<file path="config.mk">
export PLATFORM = sky130hd
export DESIGN_NAME = controle_buffer
export DESIGN_NICKNAME = d
export VERILOG_FILES = /design/src/rtl/controle_buffer.sv
export SDC_FILE = /design/constraint.sdc
export NUM_CORES = 1
export LEC_CHECK = 0
export CAP_MARGIN = 20
export CORE_ASPECT_RATIO = 0.8
export CORE_MARGIN = 3
export CORE_UTILIZATION = 49
export CTS_BUF_LIST = sky130_fd_sc_hd__clkbuf_4 sky130_fd_sc_hd__clkbuf_8
export CTS_CLUSTER_DIAMETER = 200
export DETAILED_ROUTE_END_ITERATION = 7
export GPL_TIMING_DRIVEN = 1
export PLACE_DENSITY = 0.93
export SKIP_CTS_REPAIR_TIMING = 1
export SYNTH_ARGS = -nofsm -noshare
export SYNTH_HDL_FRONTEND = slang
export SYNTH_SLANG_ARGS = --single-unit
</file>
<file path="constraint.sdc">
create_clock -name clock -period 2.63 [get_ports clock]
set_input_delay 0.526 -clock clock [delete_from_list [all_inputs] [get_ports clock]]
set_output_delay 0.526 -clock clock [all_outputs]
set_load 0.03 [all_outputs]
</file>
<file path="src/rtl/controle_buffer.sv">
// controle_buffer: framebuffer write controller.
// Two draw requesters share one framebuffer write port through a round-robin
// arbiter. A clear request sweeps the whole frame in raster order, writing
// CLEAR_COLOR to every pixel, while the requesters are held off.
module controle_buffer #(
  parameter int                H_PIXELS    = 240,
  parameter int                V_LINES     = 525,
  parameter int                DATA_W      = 8,
  parameter logic [DATA_W-1:0] CLEAR_COLOR = '0
) (
  input  logic              clock,
  input  logic              reset,
  input  logic              clear_start,
  input  logic              req0,
  input  logic [10:0]       x0,
  input  logic [10:0]       y0,
  input  logic [DATA_W-1:0] d0,
  input  logic              req1,
  input  logic [10:0]       x1,
  input  logic [10:0]       y1,
  input  logic [DATA_W-1:0] d1,
  output logic              gnt0,
  output logic              gnt1,
  output logic              wr_en,
  output logic [10:0]       wr_x,
  output logic [10:0]       wr_y,
  output logic [DATA_W-1:0] wr_data,
  output logic              busy,
  output logic              clear_done
);

  typedef enum logic [1:0] {
    IDLE,
    CLEAR,
    DONE
  } state_t;

  localparam logic [10:0] X_LAST = 11'(H_PIXELS - 1);
  localparam logic [10:0] Y_LAST = 11'(V_LINES - 1);

  state_t      state;
  logic [10:0] cnt_x;
  logic [10:0] cnt_y;
  // last_gnt = 1 means port 1 was granted most recently, so port 0 wins a tie
  logic        last_gnt;

  // Grants are only given in IDLE when no clear is being requested and the
  // block is not in reset; a tie goes to the port not granted most recently.
  always_comb begin
    gnt0 = 1'b0;
    gnt1 = 1'b0;
    if (!reset && state == IDLE && !clear_start) begin
      if (req0 && req1) begin
        if (last_gnt) begin
          gnt0 = 1'b1;
        end else begin
          gnt1 = 1'b1;
        end
      end else begin
        gnt0 = req0;
        gnt1 = req1;
      end
    end
  end

  // Controller FSM: registers granted writes, runs the raster clear sweep and
  // produces the busy / clear_done status.
  always_ff @(posedge clock) begin
    if (reset) begin
      state      <= IDLE;
      cnt_x      <= '0;
      cnt_y      <= '0;
      last_gnt   <= 1'b1;
      wr_en      <= 1'b0;
      wr_x       <= '0;
      wr_y       <= '0;
      wr_data    <= '0;
      busy       <= 1'b0;
      clear_done <= 1'b0;
    end else begin
      case (state)
        IDLE: begin
          clear_done <= 1'b0;
          busy       <= 1'b0;
          if (clear_start) begin
            state <= CLEAR;
            cnt_x <= '0;
            cnt_y <= '0;
            busy  <= 1'b1;
            wr_en <= 1'b0;
          end else if (gnt0) begin
            wr_en    <= 1'b1;
            wr_x     <= x0;
            wr_y     <= y0;
            wr_data  <= d0;
            last_gnt <= 1'b0;
          end else if (gnt1) begin
            wr_en    <= 1'b1;
            wr_x     <= x1;
            wr_y     <= y1;
            wr_data  <= d1;
            last_gnt <= 1'b1;
          end else begin
            wr_en <= 1'b0;
          end
        end
        CLEAR: begin
          wr_en   <= 1'b1;
          wr_x    <= cnt_x;
          wr_y    <= cnt_y;
          wr_data <= CLEAR_COLOR;
          busy    <= 1'b1;
          if (cnt_x == X_LAST) begin
            cnt_x <= '0;
            if (cnt_y == Y_LAST) begin
              cnt_y      <= '0;
              state      <= DONE;
              clear_done <= 1'b1;
            end else begin
              cnt_y <= cnt_y + 11'd1;
            end
          end else begin
            cnt_x <= cnt_x + 11'd1;
          end
        end
        DONE: begin
          state      <= IDLE;
          clear_done <= 1'b0;
          busy       <= 1'b0;
          wr_en      <= 1'b0;
        end
        default: begin
          state <= IDLE;
        end
      endcase
    end
  end

endmodule
</file>
==> summary.txt, run 1 <==
Synth
  • Area contributors post-synth: dfxtp_1 34%, o31ai_2 7.3%, a32o_1 6.4%
  • FFs w/ async S/R, synth: 0%
  • Net Count, Synth: 461
  • List of most frequent post-synthesis cells: 58 x dfxtp_1, 35 x nand3_1, 33 x nand4_1, 22 x a32o_1, 21 x nand2b_1
  • Cells after Synth: 387
  • Synth area leader: dfxtp_1
  • Post-synth cell types: 54
  • Sequential area share after synthesis: 33.8%
  • Post-Syn Area: 3440 um^2
  • Synth warn: 0
  • Syn avg cell area: 8.88 um^2
  • Register bit total from synthesis: 58
  • Top cell type's share of synthesized area: 33.8%
  • Top-count cell post-synth: dfxtp_1
  • Synth Flop Type: dfxtp_1
  • Number of synthesized flops with an enable pin: 0

Routing
  • WL/cell: 19.5 um
  • Routed vias/inst: 6.50
  • Antenna Nets Post-Route: 0
  • TritonRoute pass-1 iters: 5
  • Total Wirelength: 11.2 mm
  • 1st-iter DRT viols: 344
  • DR DRC count: 0
  • Via Count: 3730

Timing
  • Worst relative slew slack: 33.1%
  • Setup Skew: 0.00695 ns
  • Fmax: 412 MHz
  • Worst-margin pin slew: 0.998 ns
  • Fin crit period: 2.43 ns
  • Max Slew Vio Count: 0
  • Fin. Hold Viols: 0
  • Tcrit/Tclk final: 92.4%
  • TNS Setup: 0 ns
  • RSZ-0062 raised after global routing: false
  • Setup violators final: 0

Clocking
  • CTS tree: built
  • Htree depth: 3
  • Worst-Skew Late Latency: 0.35 ns
  • CTS Buffer Depth: 2
  • CTS clk-pin slew, worst paths: 0.07 ns
  • Root buf cell: clkbuf_8
  • Clk sinks: 58
  • CTS buffer count: 9

Die
  • Core area: 6600 um^2
  • Initial Util: 52.0%
  • Full die area: 8060 um^2
  • Die Wd: 99.6 um
  • Row count: 26
  • # IOs: 100
  • Vert. Die Dim: 80.9 um

Worst setup path
  • Cells along the critical path: inv_1 -> ha_1 -> nor3b_4 -> nand3_1 -> inv_1 -> buf_4
  • Cell family with most CP delay: simple AND/OR/NAND/NOR gates
  • CP startpoint kind: register
  • Reg2reg start: state[1]$_SDFFE_PP0P_
  • Reg2Reg Depth: 6
  • Crit-path max FO: 8
  • Required time of the critical path: 2.10 ns
  • Setup CP Type: register to output pin
  • Slowest CP cell: dfxtp_1
  • CP max stage delay: 0.36 ns
  • Data arrival, critical path: 1.90 ns
  • Cell mode on critical path: inv_1
  • RR Endpoint: wr_data[0]$_SDFFE_PP0P_
  • Setup crit end kind: output pin
  • Buf/Inv on CP: 3
  • Reg2Reg Setup Slack: 0.37 ns

Global route
  • Met3 Use GR: 7.47%
  • First-pass GRT wire length: 18.0 mm
  • GR Util met1: 36.3%
  • Vias in the first global route: 3561
  • Largest net degree at the start of global routing: 33
  • Gr ovfl total: 0
  • Met2 Use GR: 46.0%
  • GRT busiest layer: met2
  • Antenna violations before repair: 0
  • Gr usage total: 27.9%

Place
  • GPL Wtd Cong: 0.936
  • Port bufs: 99
  • Placed inst area: 4530 um^2
  • Hpwl dp: 8.40 mm

Min path
  • Hold Crit Start: wr_x[2]$_SDFFE_PP0P_
  • Hold path cells: 1
  • End of the worst hold path: wr_x[2]$_SDFFE_PP0P_
  • Hold Crit Class: register to register

Power
  • Leak pwr: 1.72 nW
  • Worst vdd rail ir drop: 498 uV
  • Power per cell area: 819 nW/um^2

Cells and area
  • NumNets Final: 559
  • Layout cells sized above 1: 13.7%
  • Post-layout util: 72.1%
  • # diodes: 0
  • Post-route cell area: 4760 um^2
  • Area grow syn2layout: 38.5%
  • Fillers: 438

Outcome
  • Status: complete, no violations

Job
  • Max-Cap Viols: 0
-- layer usage --
layer,vias to the layer above,part of all wire [%]
li1,1702,-
met1,1778,41
met2,231,47
met3,19,11
met4,0,1.3
met5,-,0
-- kinds of logic (layout without fill, tap and decap cells) --
family                     Yosys count  after routing  share of synthesized area (%)
AOI/OAI and AO/OA                   91             91                           23.7
xor gates and xnor gates             7              7                           1.78
DFF                                 58             58                           33.8
muxes                               13             13                           3.97
and+or+nand+nor                    165            165                           27.8
adders and majority gates            9              9                           3.28
buffers and inverters               44            147                           5.61
-- cells in the final DEF (no fill, tap or decap), drive strengths merged, types with 2 or more instances in the layout --
master / Yosys / routed
a21oi: 12 / 12
a31oi: 7 / 7
a32o: 22 / 22
a41oi: 2 / 2
and2: 5 / 5
and3: 6 / 6
and4: 3 / 3
and4bb: 2 / 2
buf: 11 / 21
bufinv: 0 / 2
clkbuf: 20 / 9
clkdlybuf4s50: 0 / 97
clkinvlp: 0 / 2
dfxtp: 58 / 58
ha: 9 / 9
inv: 13 / 15
mux2: 2 / 2
mux2i: 11 / 11
nand2: 20 / 20
nand2b: 21 / 21
nand3: 35 / 35
nand4: 33 / 33
nand4bb: 4 / 4
nor2: 16 / 16
nor2b: 2 / 2
nor3: 3 / 3
nor4: 6 / 6
o2111ai: 2 / 2
o21ai: 6 / 6
o2bb2ai: 8 / 8
o31ai: 22 / 22
o41ai: 2 / 2
or3: 3 / 3
xor2: 6 / 6
-- where the power goes --
part           switching, mW  internal, mW
registers              0.129          1.06
clock network          0.398         0.541
logic                   1.06         0.718
-- through the flow --
| stage | std cells | hold WS (ns) | setup slack, ns | power [mW] |
|---|---|---|---|---|
| 2_1_floorplan | 387 | 0.450 | 0.406 | 2.28 |
| 6_report | 574 | 0.466 | 0.201 | 3.90 |
| 3_3_place_gp | 558 | 0.444 | 0.177 | 2.90 |
| 5_1_grt | 574 | 0.487 | 0.0315 | 4.09 |
| 4_1_cts | 574 | 0.470 | 0.100 | 3.88 |
| 3_5_place_dp | 558 | 0.454 | 0.100 | 2.94 |
-- state kept, by name (all words and copies together) (netlist names) --
name        count
cnt_x          11
busy            1
cnt_y          11
wr_en           1
wr_y           11
state           2
clear_done      1
wr_data         8
last_gnt        1
wr_x           11
-- worst reg2reg max path, stage by stage (launching register included) --
cell	delay (ns)
dfxtp_1	0.36
inv_1	0.12
ha_1	0.33
or3b_1	0.38
buf_4	0.25
or3_1	0.55
o2bb2ai_1	0.22
-- cell type report --
cell class              instances  area (um^2)  area share, %
repair buffers                118         1130           23.7
clock buffers                   9          124           2.60
multi-input cells             285         2090           43.9
flip-flops and latches         58         1160           24.4
well taps                      84          105           2.21
inverters                      13         48.8           1.02
clock inverters                 7          101           2.13
-- worst max path at each step --
| stage | to | cells past startpoint | startpoint | slack, ns |
|---|---|---|---|---|
| detailed placement | wr_data[0]$_SDFFE_PP0P_ | 5 | clear_start | 0.10 |
| finish | gnt0 | 6 | state[1]$_SDFFE_PP0P_ | 0.20 |
| floorplan | gnt0 | 7 | state[0]$_SDFFE_PP0P_ | 0.41 |
| global route | gnt0 | 6 | state[0]$_SDFFE_PP0P_ | 0.03 |
| global placement | wr_x[3]$_SDFFE_PP0P_ | 6 | req1 | 0.18 |
| CTS | gnt0 | 6 | state[1]$_SDFFE_PP0P_ | 0.10 |
Power figures use the tool's default switching activity.
==> inputs of run 2 (changes only) <==
--- a/config.mk
+++ b/config.mk
@@ -8,12 +8,12 @@
 export CAP_MARGIN = 20
 export CORE_ASPECT_RATIO = 0.8
 export CORE_MARGIN = 3
-export CORE_UTILIZATION = 49
+export CORE_UTILIZATION = 53
 export CTS_BUF_LIST = sky130_fd_sc_hd__clkbuf_4 sky130_fd_sc_hd__clkbuf_8
 export CTS_CLUSTER_DIAMETER = 200
 export DETAILED_ROUTE_END_ITERATION = 7
 export GPL_TIMING_DRIVEN = 1
-export PLACE_DENSITY = 0.93
+export PLACE_DENSITY = 0.95
 export SKIP_CTS_REPAIR_TIMING = 1
 export SYNTH_ARGS = -nofsm -noshare
 export SYNTH_HDL_FRONTEND = slang
==> constraint.sdc (replaced) <==
create_clock -name clock -period 2.9 [get_ports clock]
set_input_delay 0.58 -clock clock [delete_from_list [all_inputs] [get_ports clock]]
set_output_delay 0.58 -clock clock [all_outputs]
set_load 0.03 [all_outputs]
==> run 2 against run 1 <==
Net effect:
- critical path depth did not move
- via count rose by 5.9%
- worst hold slack better by 0.00070 ns
- combinational power is 6% lower
- design area down 0.26%
- highest routed layer unchanged
- sequential share of layout area increased by 0.064 points
- final cell count decreased by 1.0%
- count of clock-buffer cells in the layout up 3
- die area is 7.1% lower
- non-clock buffer count fell by 3
- power down 6.6%
==> summary.txt, run 2 (synthesis gave the netlist of run 1 again) <==
Routing
  • Routed vias/inst: 6.95
  • WL/cell: 22.1 um
  • Total Wirelength: 12.6 mm
  • DR DRC count: 0
  • Via Count: 3949
  • 1st-iter DRT viols: 560
  • TritonRoute pass-1 iters: 6
  • Antenna Nets Post-Route: 0

Die
  • Vert. Die Dim: 78.0 um
  • Core area: 6100 um^2
  • # IOs: 100
  • Row count: 25
  • Full die area: 7490 um^2
  • Die Wd: 96.0 um
  • Initial Util: 56.3%

Cells and area
  • Area occupied by registers: 1160 um^2
  • Post-route cell area: 4750 um^2
  • Area grow syn2layout: 38.2%
  • Area of the multi-input gates: 2090 um^2
  • Final non-filler cell total: 568
  • Fillers: 340
  • Layout cells sized above 1: 13.1%
  • Most common cell after layout, fill and taps aside: clkdlybuf4s50_1
  • Post-layout util: 77.8%
  • Most frequent cells in the layout: 97 x clkdlybuf4s50_1, 58 x dfxtp_1, 35 x nand3_1
  • # diodes: 0
  • NumNets Final: 556

Worst setup path
  • CP max stage delay: 0.37 ns
  • Required time of the critical path: 2.32 ns
  • Cells along the critical path: inv_1 -> ha_1 -> nor3b_2 -> nand3_1 -> inv_1 -> buf_4
  • Reg2reg start: state[1]$_SDFFE_PP0P_
  • Worst Setup EP: gnt0
  • Cell mode on critical path: inv_1
  • Setup CP Type: register to output pin
  • Crit-path max FO: 8
  • Critical Path Start: state[1]$_SDFFE_PP0P_
  • Cell family with most CP delay: simple AND/OR/NAND/NOR gates
  • Reg2Reg Setup Slack: 0.40 ns
  • Data arrival, critical path: 1.95 ns
  • Slowest CP cell: dfxtp_1
  • RR Endpoint: cnt_y[0]$_SDFFE_PP0P_
  • Buf/Inv on CP: 3
  • Setup crit end kind: output pin
  • CP startpoint kind: register
  • Crit path depth: 6
  • Reg2Reg Depth: 6

Power
  • Tot Pwr: 3.64 mW
  • Clock network power share: 24.3%
  • Sw frac: 40.4%
  • Leak pwr: 1.72 nW
  • Sw Pwr: 1.47 mW
  • Reg power frac: 29.7%
  • Cell Int Power: 2.17 mW
  • Comb pwr share: 45.9%
  • Worst vdd rail ir drop: 358 uV
  • Power per cell area: 767 nW/um^2

Global route
  • First-pass GRT wire length: 19.8 mm
  • Vias in the first global route: 3848
  • Antenna violations before repair: 0
  • Largest net degree at the start of global routing: 31
  • Gr usage total: 33.9%
  • Gr ovfl total: 0

Clocking
  • CTS buffer count: 9
  • Htree depth: 3
  • CTS Buffer Depth: 2
  • CTS clk-pin slew, worst paths: 0.07 ns
  • Clk sinks: 58
  • Worst-Skew Late Latency: 0.36 ns
  • Root buf cell: clkbuf_8
  • CTS tree: built

Job
  • Max-Cap Viols: 0

Place
  • Hpwl dp: 8.87 mm
  • GPL Wtd Cong: 0.980
  • Port bufs: 99
  • Pre-CTS setup slack: 0.0200 ns
  • Number of instances in the placed design: 551
  • Placed inst area: 4500 um^2

Timing
  • Fin. Hold Viols: 0
  • Setup slack after layout: 0.370 ns
  • RSZ-0062 raised after global routing: false
  • Tcrit/Tclk final: 87.2%
  • Worst relative slew slack: 31.6%
  • Setup Skew: 0.0117 ns
  • TNS Setup: 0 ns
  • Max Slew Vio Count: 0
  • Setup violators final: 0
  • Fmax: 395 MHz
  • Fin crit period: 2.53 ns
  • Worst-margin pin slew: 1.03 ns
  • Min Hold Slack: 0.467 ns

Min path
  • Hold Crit Class: register to register

Outcome
  • Status: complete, no violations
-- run 2: cell types whose count changed in the layout (fill, tap and decap cells not counted), sizes merged --
cell,previous run,this run
buf,21,18
clkbuf,9,12
clkinvlp,2,1
inv,15,13
-- run 2: area by class of cell --
cell class / count / area share, %
multi-input cells: 285 / 43.9
flip-flops and latches: 58 / 24.5
repair buffers: 115 / 23.5
clock buffers: 12 / 3.48
well taps: 81 / 2.13
clock inverters: 4 / 1.53
inverters: 13 / 1.03
-- run 2: worst min path at each step --
stage,startpoint,to,slack [ns],cells past startpoint
after floorplan,cnt_y[10]$_SDFFE_PP0P_,cnt_y[10]$_SDFFE_PP0P_,0.45,2
after global placement,wr_data[3]$_SDFFE_PP0P_,wr_data[3]$_SDFFE_PP0P_,0.45,1
after detailed placement,wr_data[2]$_SDFFE_PP0P_,wr_data[2]$_SDFFE_PP0P_,0.45,1
after CTS,wr_data[2]$_SDFFE_PP0P_,wr_data[2]$_SDFFE_PP0P_,0.47,1
after global routing,wr_data[2]$_SDFFE_PP0P_,wr_data[2]$_SDFFE_PP0P_,0.48,1
final,wr_data[2]$_SDFFE_PP0P_,wr_data[2]$_SDFFE_PP0P_,0.47,1
-- run 2: power by group through the flow --
stage | logic (mW) | clock network (mW) | registers (mW)
3_5_place_dp | 1.60 | 0 | 1.09
4_1_cts | 1.62 | 0.884 | 1.08
6_report | 1.67 | 0.886 | 1.08
3_3_place_gp | 1.53 | 0 | 1.08
5_1_grt | 1.77 | 0.925 | 1.10
2_1_floorplan | 0.734 | 0 | 1.33
-- run 2: per-layer routing --
metal / wire, um / up-vias / global-route usage [%]
met1: 4490 / 1838 / 40.6
met2: 5720 / 341 / 54.1
met5: 0 / - / 0
met4: 583 / 0 / 14.9
met3: 1780 / 79 / 12.3
li1: - / 1691 / -
-- run 2: worst register-to-register path: stages (launching register included) --
cell,delay [ns]
dfxtp_1,0.43
inv_1,0.12
ha_1,0.39
mux2_2,0.45
a21oi_1,0.32
nand2_1,0.36
o21ai_0,0.32
